## src/rtl/load_store_unit.sv

```systemverilog
// Load/store unit: single outstanding byte/half/word access to a word-wide data memory.
// Sub-word stores are read-modify-write; read waits are bounded by TIMEOUT cycles.
//
// state   | meaning
// IDLE    | waiting for i_req; captures the request
// READ    | strobing memory until ack or timeout
// WRITE   | one-cycle word write (full word or merged sub-word)
// RESP    | one-cycle o_done with result and fault flags
module load_store_unit #(
   parameter int TIMEOUT = 16
) (
   input  logic        clk,
   input  logic        rst,
   input  logic        i_req,
   input  logic        i_we,
   input  logic [2:0]  i_funct3,
   input  logic [31:0] i_addr,
   input  logic [31:0] i_wdata,
   output logic        o_busy,
   output logic        o_done,
   output logic [31:0] o_rdata,
   output logic        o_misaligned,
   output logic        o_bus_err,
   output logic        o_mem_stb,
   output logic        o_mem_wr_en,
   output logic [31:0] o_mem_addr,
   output logic [31:0] o_mem_wdata,
   input  logic        i_mem_ack,
   input  logic [31:0] i_mem_rdata
);

   typedef enum logic [1:0] {S_IDLE, S_READ, S_WRITE, S_RESP} state_t;

   localparam logic [4:0] LP_CNT_LAST = 5'(TIMEOUT - 1);

   state_t      r_state, w_next;
   logic        r_we;
   logic [2:0]  r_funct3;
   logic [31:0] r_addr;
   logic [31:0] r_wdata;
   logic [31:0] r_word;
   logic [4:0]  r_cnt;
   logic        r_mis;
   logic        r_berr;

   logic        w_illegal;
   logic        w_misal;
   logic [7:0]  w_byte;
   logic [15:0] w_half;
   logic [31:0] w_load;
   logic [31:0] w_merged;

   assign w_illegal = (i_funct3 == 3'b011) || (i_funct3[2:1] == 2'b11) || (i_we && i_funct3[2]);
   assign w_misal   = ((i_funct3[1:0] == 2'b01) && i_addr[0]) ||
                      ((i_funct3[1:0] == 2'b10) && (i_addr[1:0] != 2'b00));

   always_comb begin
      w_next = r_state;
      case (r_state)
         S_IDLE: begin
            if (i_req) begin
               if (w_illegal || w_misal)
                  w_next = S_RESP;
               else if (i_we && (i_funct3[1:0] == 2'b10))
                  w_next = S_WRITE;
               else
                  w_next = S_READ;
            end
         end
         S_READ: begin
            if (i_mem_ack)
               w_next = r_we ? S_WRITE : S_RESP;
            else if (r_cnt == LP_CNT_LAST)
               w_next = S_RESP;
         end
         S_WRITE: w_next = S_RESP;
         S_RESP:  w_next = S_IDLE;
         default: w_next = S_IDLE;
      endcase
   end

   always_ff @(posedge clk) begin
      if (rst) begin
         r_state  <= S_IDLE;
         r_we     <= 1'b0;
         r_funct3 <= 3'b000;
         r_addr   <= 32'h0;
         r_wdata  <= 32'h0;
         r_word   <= 32'h0;
         r_cnt    <= 5'd0;
         r_mis    <= 1'b0;
         r_berr   <= 1'b0;
      end else begin
         r_state <= w_next;
         case (r_state)
            S_IDLE: begin
               if (i_req) begin
                  r_we     <= i_we;
                  r_funct3 <= i_funct3;
                  r_addr   <= i_addr;
                  r_wdata  <= i_wdata;
                  r_word   <= 32'h0;
                  r_cnt    <= 5'd0;
                  r_berr   <= w_illegal;
                  r_mis    <= !w_illegal && w_misal;
               end
            end
            S_READ: begin
               // an ack on the last allowed cycle still wins over the timeout
               if (i_mem_ack) begin
                  r_word <= i_mem_rdata;
               end else begin
                  r_cnt <= r_cnt + 5'd1;
                  if (r_cnt == LP_CNT_LAST)
                     r_berr <= 1'b1;
               end
            end
            default: ;
         endcase
      end
   end

   assign w_byte = r_word[{r_addr[1:0], 3'b000} +: 8];
   assign w_half = r_word[{r_addr[1], 4'b0000} +: 16];

   always_comb begin
      w_load = 32'h0;
      case (r_funct3)
         3'b000:  w_load = {{24{w_byte[7]}}, w_byte};
         3'b001:  w_load = {{16{w_half[15]}}, w_half};
         3'b010:  w_load = r_word;
         3'b100:  w_load = {24'h0, w_byte};
         3'b101:  w_load = {16'h0, w_half};
         default: w_load = 32'h0;
      endcase
   end

   always_comb begin
      w_merged = r_word;
      case (r_funct3[1:0])
         2'b00:   w_merged[{r_addr[1:0], 3'b000} +: 8] = r_wdata[7:0];
         2'b01:   w_merged[{r_addr[1], 4'b0000} +: 16] = r_wdata[15:0];
         default: w_merged = r_wdata;
      endcase
   end

   assign o_busy       = (r_state != S_IDLE);
   assign o_done       = (r_state == S_RESP);
   assign o_misaligned = (r_state == S_RESP) && r_mis;
   assign o_bus_err    = (r_state == S_RESP) && r_berr;
   assign o_rdata      = ((r_state == S_RESP) && !r_we && !r_mis && !r_berr) ? w_load : 32'h0;
   assign o_mem_stb    = (r_state == S_READ);
   assign o_mem_wr_en  = (r_state == S_WRITE);
   assign o_mem_addr   = ((r_state == S_READ) || (r_state == S_WRITE)) ? {r_addr[31:2], 2'b00} : 32'h0;
   assign o_mem_wdata  = (r_state == S_WRITE) ? w_merged : 32'h0;

endmodule

```

## config.mk

```make
export PLATFORM = sky130hd
export DESIGN_NAME = load_store_unit
export DESIGN_NICKNAME = d
export VERILOG_FILES = /design/src/rtl/load_store_unit.sv
export SDC_FILE = /design/constraint.sdc
export NUM_CORES = 1
export LEC_CHECK = 0
export BUFFER_PORTS_ARGS = -buffer_cell sky130_fd_sc_hd__buf_2
export CORE_ASPECT_RATIO = 1.4
export CORE_MARGIN = 1
export CORE_UTILIZATION = 30
export DETAILED_ROUTE_END_ITERATION = 7
export GPL_ROUTABILITY_DRIVEN = 0
export SLEW_MARGIN = 25
export SYNTH_ARGS = -nofsm -noshare
export SYNTH_HDL_FRONTEND = slang
export SYNTH_SLANG_ARGS = --single-unit
```

## constraint.sdc

```tcl
create_clock -name clk -period 2 [get_ports clk]
set_input_delay 0.4 -clock clk [delete_from_list [all_inputs] [get_ports clk]]
set_output_delay 0.4 -clock clk [all_outputs]
set_load 0.05 [all_outputs]
```

==> flow_summary.yaml, run 1 <==
run_status:
  status: "finished, violations left"
  failed_checks: "setup timing"
yosys:
  yosys_warnings: 0
  ys_ff_latch: 109
  synth-compound-area-share_pct: 26.6
  synth.top_cell.area_share_pct: 35.6
  synth_largest_area_cell: "dfxtp_1"
  synth-simple-area-share_pct: 23.7
  synthTopCellsByArea: "dfxtp_1 (36%), nand2_1 (11%), a21oi_1 (9.9%)"
  ys_types: 51
  yosysSeqAreaShare_pct: 35.6
  synthArstFlopShare_pct: 0
  synth_xor_area_share_pct: 0.286
  syn_inst: 795
  syn_avg_cell_area_um2: 7.71
  syn_area_um2: 6130
  synth_fa_ha_area_share_pct: 2.45
  synth_edf_count: 0
  synth_top_family_by_area: "compound AO/OA/AOI/OAI gates"
  muxShareOfSynthArea_pct: 5.11
  ys.flop_type: "dfxtp_1"
worst_setup_path:
  worstPathCellList: "buf_6 > buf_6 > mux2_4 > o311ai_4 > buf_8 > a21oi_4 > buf_8"
  worst_setup_path_start_kind: "flop"
  startpoint: "r_addr[1]$_SDFFE_PP0P_"
  critPathCaptureType: "output pin"
  critPathTopFamily: "buffers and inverters"
  r2r_slack_ns: 0.29
  required_ns: 1.60
  cp.buffers_inverters: 4
  cp_max_fo: 8
  max_stage_delay_ns: 0.38
  critPathKind: "reg -> out"
  crit_arrival_ns: 2.13
  timing.rr.end: "r_addr[1]$_SDFFE_PP0P_"
  crit_slowest_cell: "o311ai_4"
  r2r_start: "r_state[1]$_SDFFE_PP0P_"
  rr_worst_depth: 8
finish:
  layout_commonest_cell: "nand2_1"
  final_nets: 1169
  layoutNonFillerInstCount: 1310
  final_layout_size_suffix_gt1_share_pct: 50.6
  areaGrowthSynthToFinish_pct: 75.0
  final_cell_mix: "nand2_1 (157), buf_2 (108), dfxtp_1 (103)"
  diodes: 0
min_path:
  min_path_type: "in -> reg"
  whs_path_depth: 3
  min_to: "r_addr[23]$_SDFFE_PP0P_"
  hold_start: "i_addr[23]"
route:
  antenna_left: 0
  dr.pass1.iters: 4
  drtIter0Drc: 430
  avgViaCountPerCell: 5.16
  wire_per_inst_um: 18.8
  finalWirelength_um: 24600
  vias: 6758
  remaining_drc_errors: 0
timing:
  slew_viol_final: 0
  clock.fmax_mhz: 395
  worst_slack_ns: -0.535
  fin_crit_sh_pct: 127
  skew_ns: 0.00774
  finalSetupViolations: 94
  rsz0062_at_grt: "true"
  final.min_clock_period_ns: 2.53
  finalHoldViolCount: 0
die:
  dieHeight_um: 171
  start_util_pct: 30.8
  ioPinCount: 206
  row_count: 61
  core-area_um2: 19900
  die_area_um2: 21000
  die_w_um: 123
clocking:
  cts.sinks: 109
  cts_buffers: 9
  clk_transition_reported_paths_ns: 0.08
  ctsRootBufferMaster: "clkbuf_16"
  cts_hold_buf: 0
  htreeDepth: 3
  cts_buffer_depth: 2
  cts_tree: "yes"
  clk_latency_ns: 0.36
pwr:
  share_comb_of_total_power_pct: 59.7
  intPower_mw: 6.56
  p_clk_share_pct: 15.6
  seq_power_share_pct: 24.7
  design_power_total_mw: 11.7
  p_leak_nw: 4.09
  ir_drop_uv: 722
  p_sw_share_pct: 44.1
  net-switching-power_mw: 5.17
  p_per_area_nw_per_um2: 1090
grt:
  grt_pass1_vias: 6682
  grt_antenna_before_repair: 1
  grt_pass1_wl_um: 37400
  grt_use_total_pct: 23.5
  grt_max_degree: 69
  gr-total-overflow: 0
job:
  cap_violations: 0
placement:
  dp.cells: 1263
  dp_hpwl_um: 17300
  portBuffers: 203
per-stage QoR:
step	worst slack, ns	hold slack [ns]	cell area (um^2)	TNS (ns)	util, %
after floorplan	-0.268	0.432	6930	-8.27	-
after global placement	-0.310	0.437	8790	-11.15	44.1
after detailed placement	-0.322	0.442	8790	-12.28	44.1
after CTS	-0.578	0.242	10600	-33.60	53.3
after global routing	-0.612	0.259	10700	-37.04	53.8
final	-0.535	0.258	10700	-31.89	53.8
sequential cells by signal, indices dropped and copies added (netlist names):
name      cells
r_word       32
r_we          1
r_cnt         5
r_berr        1
r_addr       32
r_funct3      3
r_wdata      32
r_mis         1
r_state       2
worst min-delay path, stage by stage:
cell and delay [ns]:
buf_2 0.09, nand2_1 0.04, a21oi_1 0.05
repair_timing:
action	in CTS	in global routing
buffers inserted	28	8
gates cloned	5	0
pin swaps	75	52
hold endpoints to repair	0	0
gates resized for setup	356	43
endpoints found under the setup margin	96	95
how the worst max path moves through the flow:
stage,end,cells after the start
global route,o_mem_wdata[30],9
detailed placement,o_mem_wdata[23],9
CTS,o_mem_wdata[23],9
floorplan,o_mem_wdata[31],7
global placement,o_mem_wdata[19],9
finish,o_rdata[16],7
final cells by class:
type / count / area, um^2
well taps: 252 / 315
fillers: 1821 / 9200
clock inverters: 7 / 68.8
inverters: 10 / 47.5
repair buffers: 317 / 3070
flip-flops and latches: 109 / 2190
multi-input cells: 606 / 4810
clock buffers: 9 / 225
per-layer routing:
metal / track usage (%) / vias to the layer above / routed length (um)
met5: 0 / - / 12
met2: 41.5 / 203 / 12600
met4: 10.6 / 2 / 876
li1: - / 3291 / -
met1: 26.6 / 3212 / 9690
met3: 5.37 / 50 / 1450
power groups by stage:
stage                     sequential, mW  clock, mW  combinational [mW]
after floorplan                     2.76          0                3.79
after global placement              2.88          0                5.47
after detailed placement            2.88          0                5.50
after CTS                           2.88       1.87                7.17
after global routing                2.92       1.94                7.44
final                               2.90       1.83                7.00
cell usage after synthesis (2+ instances only):
master / n
buf_4: 8
o211ai_1: 2
o21bai_1: 8
inv_1: 10
nor3_1: 5
mux2i_1: 20
nor3b_1: 2
a22oi_1: 69
nor2_1: 49
a211oi_1: 9
a21boi_1: 8
nor3_4: 2
buf_1: 2
buf_2: 20
a311oi_1: 2
clkbuf_1: 39
mux2_4: 2
o2111ai_1: 3
a21oi_1: 121
nor2b_1: 26
nand2b_1: 3
a221o_1: 16
o21ai_0: 4
buf_6: 2
and3_1: 3
or2_2: 3
nand3b_1: 3
ha_1: 12
nand2_1: 172
xor2_1: 2
and2_1: 34
dfxtp_1: 109
nor4bb_1: 3
mux2_2: 5
logic make-up (layout without fill, tap and decap cells):
| family | count (synthesis) | in the layout |
|---|---|---|
| xor gates and xnor gates | 2 | 2 |
| and+or+nand+nor | 312 | 312 |
| AOI/OAI and AO/OA | 250 | 250 |
| buffers and inverters | 81 | 343 |
| adders and majority gates | 12 | 12 |
| DFF | 109 | 109 |
| muxes | 28 | 28 |
| other | 1 | 2 |
Note: power is estimated with default switching activity, not from simulation.
==> inputs of run 2 (changes only) <==
--- a/config.mk
+++ b/config.mk
@@ -5,12 +5,14 @@
 export SDC_FILE = /design/constraint.sdc
 export NUM_CORES = 1
 export LEC_CHECK = 0
+export ABC_AREA = 1
 export BUFFER_PORTS_ARGS = -buffer_cell sky130_fd_sc_hd__buf_2
 export CORE_ASPECT_RATIO = 1.4
 export CORE_MARGIN = 1
-export CORE_UTILIZATION = 30
+export CORE_UTILIZATION = 45
 export DETAILED_ROUTE_END_ITERATION = 7
 export GPL_ROUTABILITY_DRIVEN = 0
+export PLACE_DENSITY = 0.75
 export SLEW_MARGIN = 25
 export SYNTH_ARGS = -nofsm -noshare
 export SYNTH_HDL_FRONTEND = slang
==> run 2 against run 1 <==
Net effect:
- the flow finishes with violations (DRC, setup timing)
- setup slack worse by 0.0049 ns
- core utilization is 23 points higher
- maximum frequency fell by 0.19%
- first-iteration DRC count increased by 84%
- via count up 27%
- critical path depth rose by 4
- critical path type unchanged
- critical endpoint is now o_mem_wdata[15]
- largest cell class unchanged
- highest routed layer is now met4
==> flow_summary.yaml, run 2 <==
clocking:
  cts.sinks: 109
  cts_buffers: 9
  clk_transition_reported_paths_ns: 0.08
  cts_tree: "yes"
  cts_buffer_depth: 2
  clk_latency_ns: 0.36
  htreeDepth: 3
  ctsRootBufferMaster: "clkbuf_16"
timing:
  tightest_slew_ns: 0.578
  relSlewSlack_pct: 61.5
  clock.fmax_mhz: 394
  fin_crit_sh_pct: 127
  finalHoldViolCount: 0
  rsz0062_at_grt: "true"
  slew_viol_final: 0
  finalSetupViolations: 94
  worst_slack_ns: -0.540
  skew_ns: 0.0115
  final.min_clock_period_ns: 2.54
route:
  wire_per_inst_um: 18.7
  drtIter0Drc: 790
  remaining_drc_errors: 4
  finalWirelength_um: 28500
  vias: 8555
  avgViaCountPerCell: 5.62
  dr.pass1.iters: 8
  antenna_left: 0
grt:
  grt_max_degree: 73
  grt_pass1_wl_um: 39500
  gr-total-overflow: 0
  grt_use_total_pct: 33.7
  grt_antenna_before_repair: 0
  grt_pass1_vias: 7836
worst_setup_path:
  rr_worst_depth: 10
  worst_setup_path_start_kind: "flop"
  crit_arrival_ns: 2.14
  cp_max_fo: 10
  r2r_slack_ns: 0.07
  required_ns: 1.60
  timing.rr.end: "r_word[1]$_SDFFE_PP0P_"
  critPathCaptureType: "output pin"
  critPathKind: "reg -> out"
  r2r_start: "r_state[1]$_SDFFE_PP0P_"
run_status:
  failed_checks: "DRC, setup timing"
  status: "finished, violations left"
yosys:
  ys_ff_latch: 109
  yosysMostFrequentCell: "nand2_1"
  syn_area_um2: 6540
  syn_avg_cell_area_um2: 6.07
  yosys_warnings: 0
  synthArstFlopShare_pct: 0
  ys_types: 32
  synth_largest_area_cell: "dfxtp_1"
  synth_edf_count: 0
  ys.flop_type: "dfxtp_1"
  synth.top_cell.area_share_pct: 33.4
  syn_inst: 1077
  yosysSeqAreaShare_pct: 33.4
  ys_top_cells_by_count: "nand2_1 (242), nor2_1 (193), inv_1 (118)"
  synthTopCellsByArea: "dfxtp_1 (33%), nand2_1 (14%), nor2_1 (11%)"
finish:
  final_nets: 1449
  diodes: 0
  largestRegisters: "r_addr: 32 flops, r_wdata: 32 flops, r_word: 32 flops"
  layoutNonFillerInstCount: 1522
  final_layout_size_suffix_gt1_share_pct: 40.3
  areaGrowthSynthToFinish_pct: 65.9
  final_cell_mix: "nand2_1 (201), nor2_1 (162), buf_2 (110)"
  layout_commonest_cell: "nand2_1"
min_path:
  hold_start: "i_mem_rdata[29]"
  whs_path_depth: 3
  min_to: "r_word[29]$_SDFFE_PP0P_"
  min_path_type: "in -> reg"
pwr:
  ir_drop_uv: 1010
  p_per_area_nw_per_um2: 1290
  p_leak_nw: 4.72
placement:
  portBuffers: 203
  dp.cells: 1473
  place_ws_ns: -0.168
  dp_hpwl_um: 17100
die:
  row_count: 51
  ioPinCount: 206
  core-area_um2: 14000
  dieHeight_um: 145
  start_util_pct: 46.6
  die_area_um2: 15000
  die_w_um: 104
job:
  cap_violations: 0
run 2: cell types whose count changed after synthesis, sizes merged, moves of 10 or more:
| cell | change |
|---|---|
| a221o | -16 |
| a22oi | -68 |
| and2 | -34 |
| clkbuf | -10 |
| inv | +116 |
| mux2i | -20 |
| nand2 | +72 |
| nand3 | +49 |
| nor2 | +149 |
| nor2b | -27 |
| o21ai | +124 |
run 2: area by class of cell:
class                   instances  area (um^2)
multi-input cells             780         4690
fillers                       942         3190
repair buffers                306         2950
flip-flops and latches        109         2200
inverters                     127          509
well taps                     185          231
clock buffers                   9          225
clock inverters                 6         53.8
run 2: through the flow:
stage	cell area [um^2]	utilization (%)	total power [mW]	TNS [ns]	hold slack [ns]
5_1_grt	10900	77.3	14.5	-27.66	0.293
4_1_cts	10000	71.6	12.3	-14.51	0.282
2_1_floorplan	7000	-	7.36	0	0.440
3_5_place_dp	8540	60.8	9.15	-4.16	0.457
3_3_place_gp	8540	60.8	9.04	-2.24	0.450
6_report	10900	77.3	14.0	-25.11	0.285
run 2: worst max-delay path by stage:
| stage | slack (ns) | start | to |
|---|---|---|---|
| floorplan | 0.003 | r_addr[0]$_SDFFE_PP0P_ | o_mem_wdata[24] |
| global placement | -0.09 | r_addr[0]$_SDFFE_PP0P_ | o_mem_wdata[3] |
| detailed placement | -0.17 | r_addr[0]$_SDFFE_PP0P_ | o_mem_wdata[1] |
| CTS | -0.30 | r_addr[1]$_SDFFE_PP0P_ | o_mem_wdata[1] |
| global route | -0.64 | r_addr[0]$_SDFFE_PP0P_ | o_mem_wdata[15] |
| finish | -0.54 | r_addr[1]$_SDFFE_PP0P_ | o_mem_wdata[15] |
run 2: layer usage:
layer | track usage [%] | vias to the layer above | share of wire [%]
li1 | - | 3917 | -
met1 | 33.8 | 3843 | 33
met2 | 61.3 | 596 | 49
met3 | 8.20 | 199 | 9.2
met4 | 24.3 | 0 | 8.2
met5 | 0 | - | 0
run 2: timing repair:
action	CTS	global route
pin swaps	37	57
setup buffers	15	8
resized for setup	287	198
setup endpoints to repair	94	89
hold endpoints to repair	0	0
hold buffers	0	0
cloned	7	4
run 2: where the power goes:
part	leakage, nW	internal [mW]	switching, mW
registers	0.897	2.71	0.536
clock network	0.135	0.865	0.897
logic	3.68	3.45	5.55
run 2: kinds of logic (layout without fill, tap and decap cells):
kind of cell	after synthesis	after routing	synth area share, %
buf+inv	189	448	12.0
flops	109	109	33.4
fa+ha+maj	12	12	2.29
simple gates	510	510	31.5
other cells	1	2	0.0573
compound gates	256	256	20.8
run 2: critical path, stage by stage, from the launching register on:
cell,delay [ns]
dfxtp_4,0.41
inv_6,0.06
ha_2,0.19
clkinv_4,0.09
buf_8,0.16
nand2_1,0.14
nor3_2,0.22
nand2_1,0.09
nand3_1,0.09
nand2_1,0.06
inv_1,0.10
buf_6,0.16
==> inputs of run 3 (changes only) <==
--- a/config.mk
+++ b/config.mk
@@ -8,11 +8,12 @@
 export ABC_AREA = 1
 export BUFFER_PORTS_ARGS = -buffer_cell sky130_fd_sc_hd__buf_2
 export CORE_ASPECT_RATIO = 1.4
-export CORE_MARGIN = 1
+export CORE_MARGIN = 3
 export CORE_UTILIZATION = 45
 export DETAILED_ROUTE_END_ITERATION = 7
 export GPL_ROUTABILITY_DRIVEN = 0
 export PLACE_DENSITY = 0.75
+export REMOVE_ABC_BUFFERS = 1
 export SLEW_MARGIN = 25
 export SYNTH_ARGS = -nofsm -noshare
 export SYNTH_HDL_FRONTEND = slang
==> run 3 against run 2 <==
Net effect:
- the run ends with setup timing left
- setup slack improved by 0.17 ns
- largest cell class unchanged
- routed wire length fell by 14%
- highest routed layer is now met5
- clock power rose by 9.7%
- clock-buffer cell count did not move
- clock skew fell by 0.0060 ns
- die area rose by 6.7%
==> flow_summary.yaml, run 3 (synthesis gave the netlist of run 2 again) <==
run_status:
  status: "finished, violations left"
  failed_checks: "setup timing"
worst_setup_path:
  worst_setup_path_start_kind: "flop"
  r2r_slack_ns: 0.17
  critPathCaptureType: "output pin"
  cp_max_fo: 6
  rr_worst_depth: 9
  critPathKind: "reg -> out"
  required_ns: 1.60
  timing.rr.end: "r_word[31]$_SDFFE_PP0P_"
  r2r_start: "r_state[0]$_SDFFE_PP0P_"
  crit_arrival_ns: 1.97
route:
  vias: 7971
  finalWirelength_um: 24400
  remaining_drc_errors: 0
  wl_met2_um: 12700
  drtIter0Drc: 606
  antenna_left: 0
  avgViaCountPerCell: 5.28
  drt-met1-wl_um: 8780
  dr.max_layer_used: "met5"
  dr.pass1.iters: 5
  route.met3.wl_um: 1840
  wire_per_inst_um: 16.1
clocking:
  cts_tree: "yes"
  cts_buffers: 9
  cts_hold_buf: 0
  ctsRootBufferMaster: "clkbuf_16"
  cts.sinks: 109
  clk_transition_reported_paths_ns: 0.08
  clk_latency_ns: 0.36
  htreeDepth: 3
  cts_buffer_depth: 2
min_path:
  hold_start: "i_addr[23]"
  min_to: "r_addr[23]$_SDFFE_PP0P_"
  whs_path_depth: 3
  min_path_type: "in -> reg"
placement:
  dp_hpwl_um: 16000
  place_ws_ns: -0.207
  postPlaceCellArea_um2: 8110
  portBuffers: 203
die:
  die_area_um2: 16000
  die_w_um: 108
  start_util_pct: 46.4
  row_count: 51
  ioPinCount: 206
  core-area_um2: 14100
  dieHeight_um: 149
timing:
  skew_ns: 0.00556
  worst_slack_ns: -0.371
  finalSetupViolations: 94
  slew_viol_final: 0
  final.min_clock_period_ns: 2.37
  finalHoldViolCount: 0
  rsz0062_at_grt: "true"
  clock.fmax_mhz: 422
  fin_crit_sh_pct: 119
grt:
  grt_pass1_vias: 7471
  grt_pass1_wl_um: 36000
  grt_max_degree: 73
  gr-total-overflow: 0
  grt_use_total_pct: 28.0
  grt_antenna_before_repair: 1
pwr:
  ir_drop_uv: 1060
  p_leak_nw: 4.60
  p_per_area_nw_per_um2: 1300
job:
  cap_violations: 0
finish:
  layout_commonest_cell: "nand2_1"
  final_cell_mix: "nand2_1 (196), nor2_1 (188), buf_2 (109)"
  final_util_pct: 71.7
  stdcell_area_um2: 10100
  final_nets: 1437
  largestRegisters: "r_addr: 32 flops, r_wdata: 32 flops, r_word: 32 flops"
  areaGrowthSynthToFinish_pct: 54.6
  final_layout_size_suffix_gt1_share_pct: 38.0
  diodes: 0
  n_fill_cell: 1099
run 3: cell count changes in the layout (fill, tap and decap cells not counted), sizes merged:
cell / previous run / this run
bufinv: 0 / 1
bufbuf: 3 / 0
buf: 299 / 293
clkinvlp: 1 / 0
clkbuf: 13 / 9
inv: 128 / 130
run 3: area by class of cell:
class	count	area [um^2]	area share, %
Clock inverter	7	87.6	0.866
Inverter	127	505	5.00
Sequential cell	109	2200	21.7
Tap cell	185	231	2.29
Timing Repair Buffer	293	2690	26.5
Multi-Input combinational cell	780	4180	41.3
Timing Repair inverter	1	5.00	0.0495
Clock buffer	9	225	2.23
run 3: worst max path at each step:
stage / from / endpoint / slack (ns)
finish: r_addr[1]$_SDFFE_PP0P_ / o_mem_wdata[1] / -0.37
global route: r_addr[1]$_SDFFE_PP0P_ / o_rdata[27] / -0.44
CTS: r_addr[1]$_SDFFE_PP0P_ / o_mem_wdata[8] / -0.28
detailed placement: r_addr[0]$_SDFFE_PP0P_ / o_mem_wdata[24] / -0.21
global placement: r_addr[0]$_SDFFE_PP0P_ / o_mem_wdata[24] / -0.18
floorplan: r_state[0]$_SDFFE_PP0P_ / r_cnt[3]$_SDFFE_PP0P_ / -1.25
run 3: report_power, final:
group	total, mW	switching, mW	internal, mW	leakage (nW)
registers	3.19	0.487	2.70	0.897
clock network	1.93	0.923	1.01	0.154
logic	8.05	4.94	3.10	3.55
total	13.2	6.35	6.81	4.60
run 3: metrics by stage:
step	power (mW)	hold slack, ns	std cells	TNS, ns
after detailed placement	8.71	0.458	1471	-3.73
final	13.2	0.285	1511	-20.20
after CTS	11.9	0.281	1501	-14.81
after global routing	13.8	0.293	1511	-25.80
after global placement	8.62	0.450	1471	-2.54
after floorplan	6.67	0.435	1016	-146.92
run 3: what timing repair did:
action | 4_1_cts | 5_1_grt
cloned | 4 | 1
resized for setup | 254 | 234
endpoints found under the setup margin | 95 | 99
endpoints found under the hold margin | 0 | 0
pin swaps | 23 | 57
setup buffers | 10 | 11
run 3: worst max-delay path, stage by stage (launching register included):
cell and delay [ns]:
dfxtp_4 0.38, inv_4 0.05, ha_4 0.26, nor2_2 0.15, nand3b_1 0.24, a21oi_1 0.12, nor2_1 0.20, buf_6 0.20
run 3: metal layers:
layer,global-route usage (%),up-vias
li1,-,3893
met1,31.7,3630
met2,50.4,367
met3,5.51,79
met4,12.1,2
met5,0,-
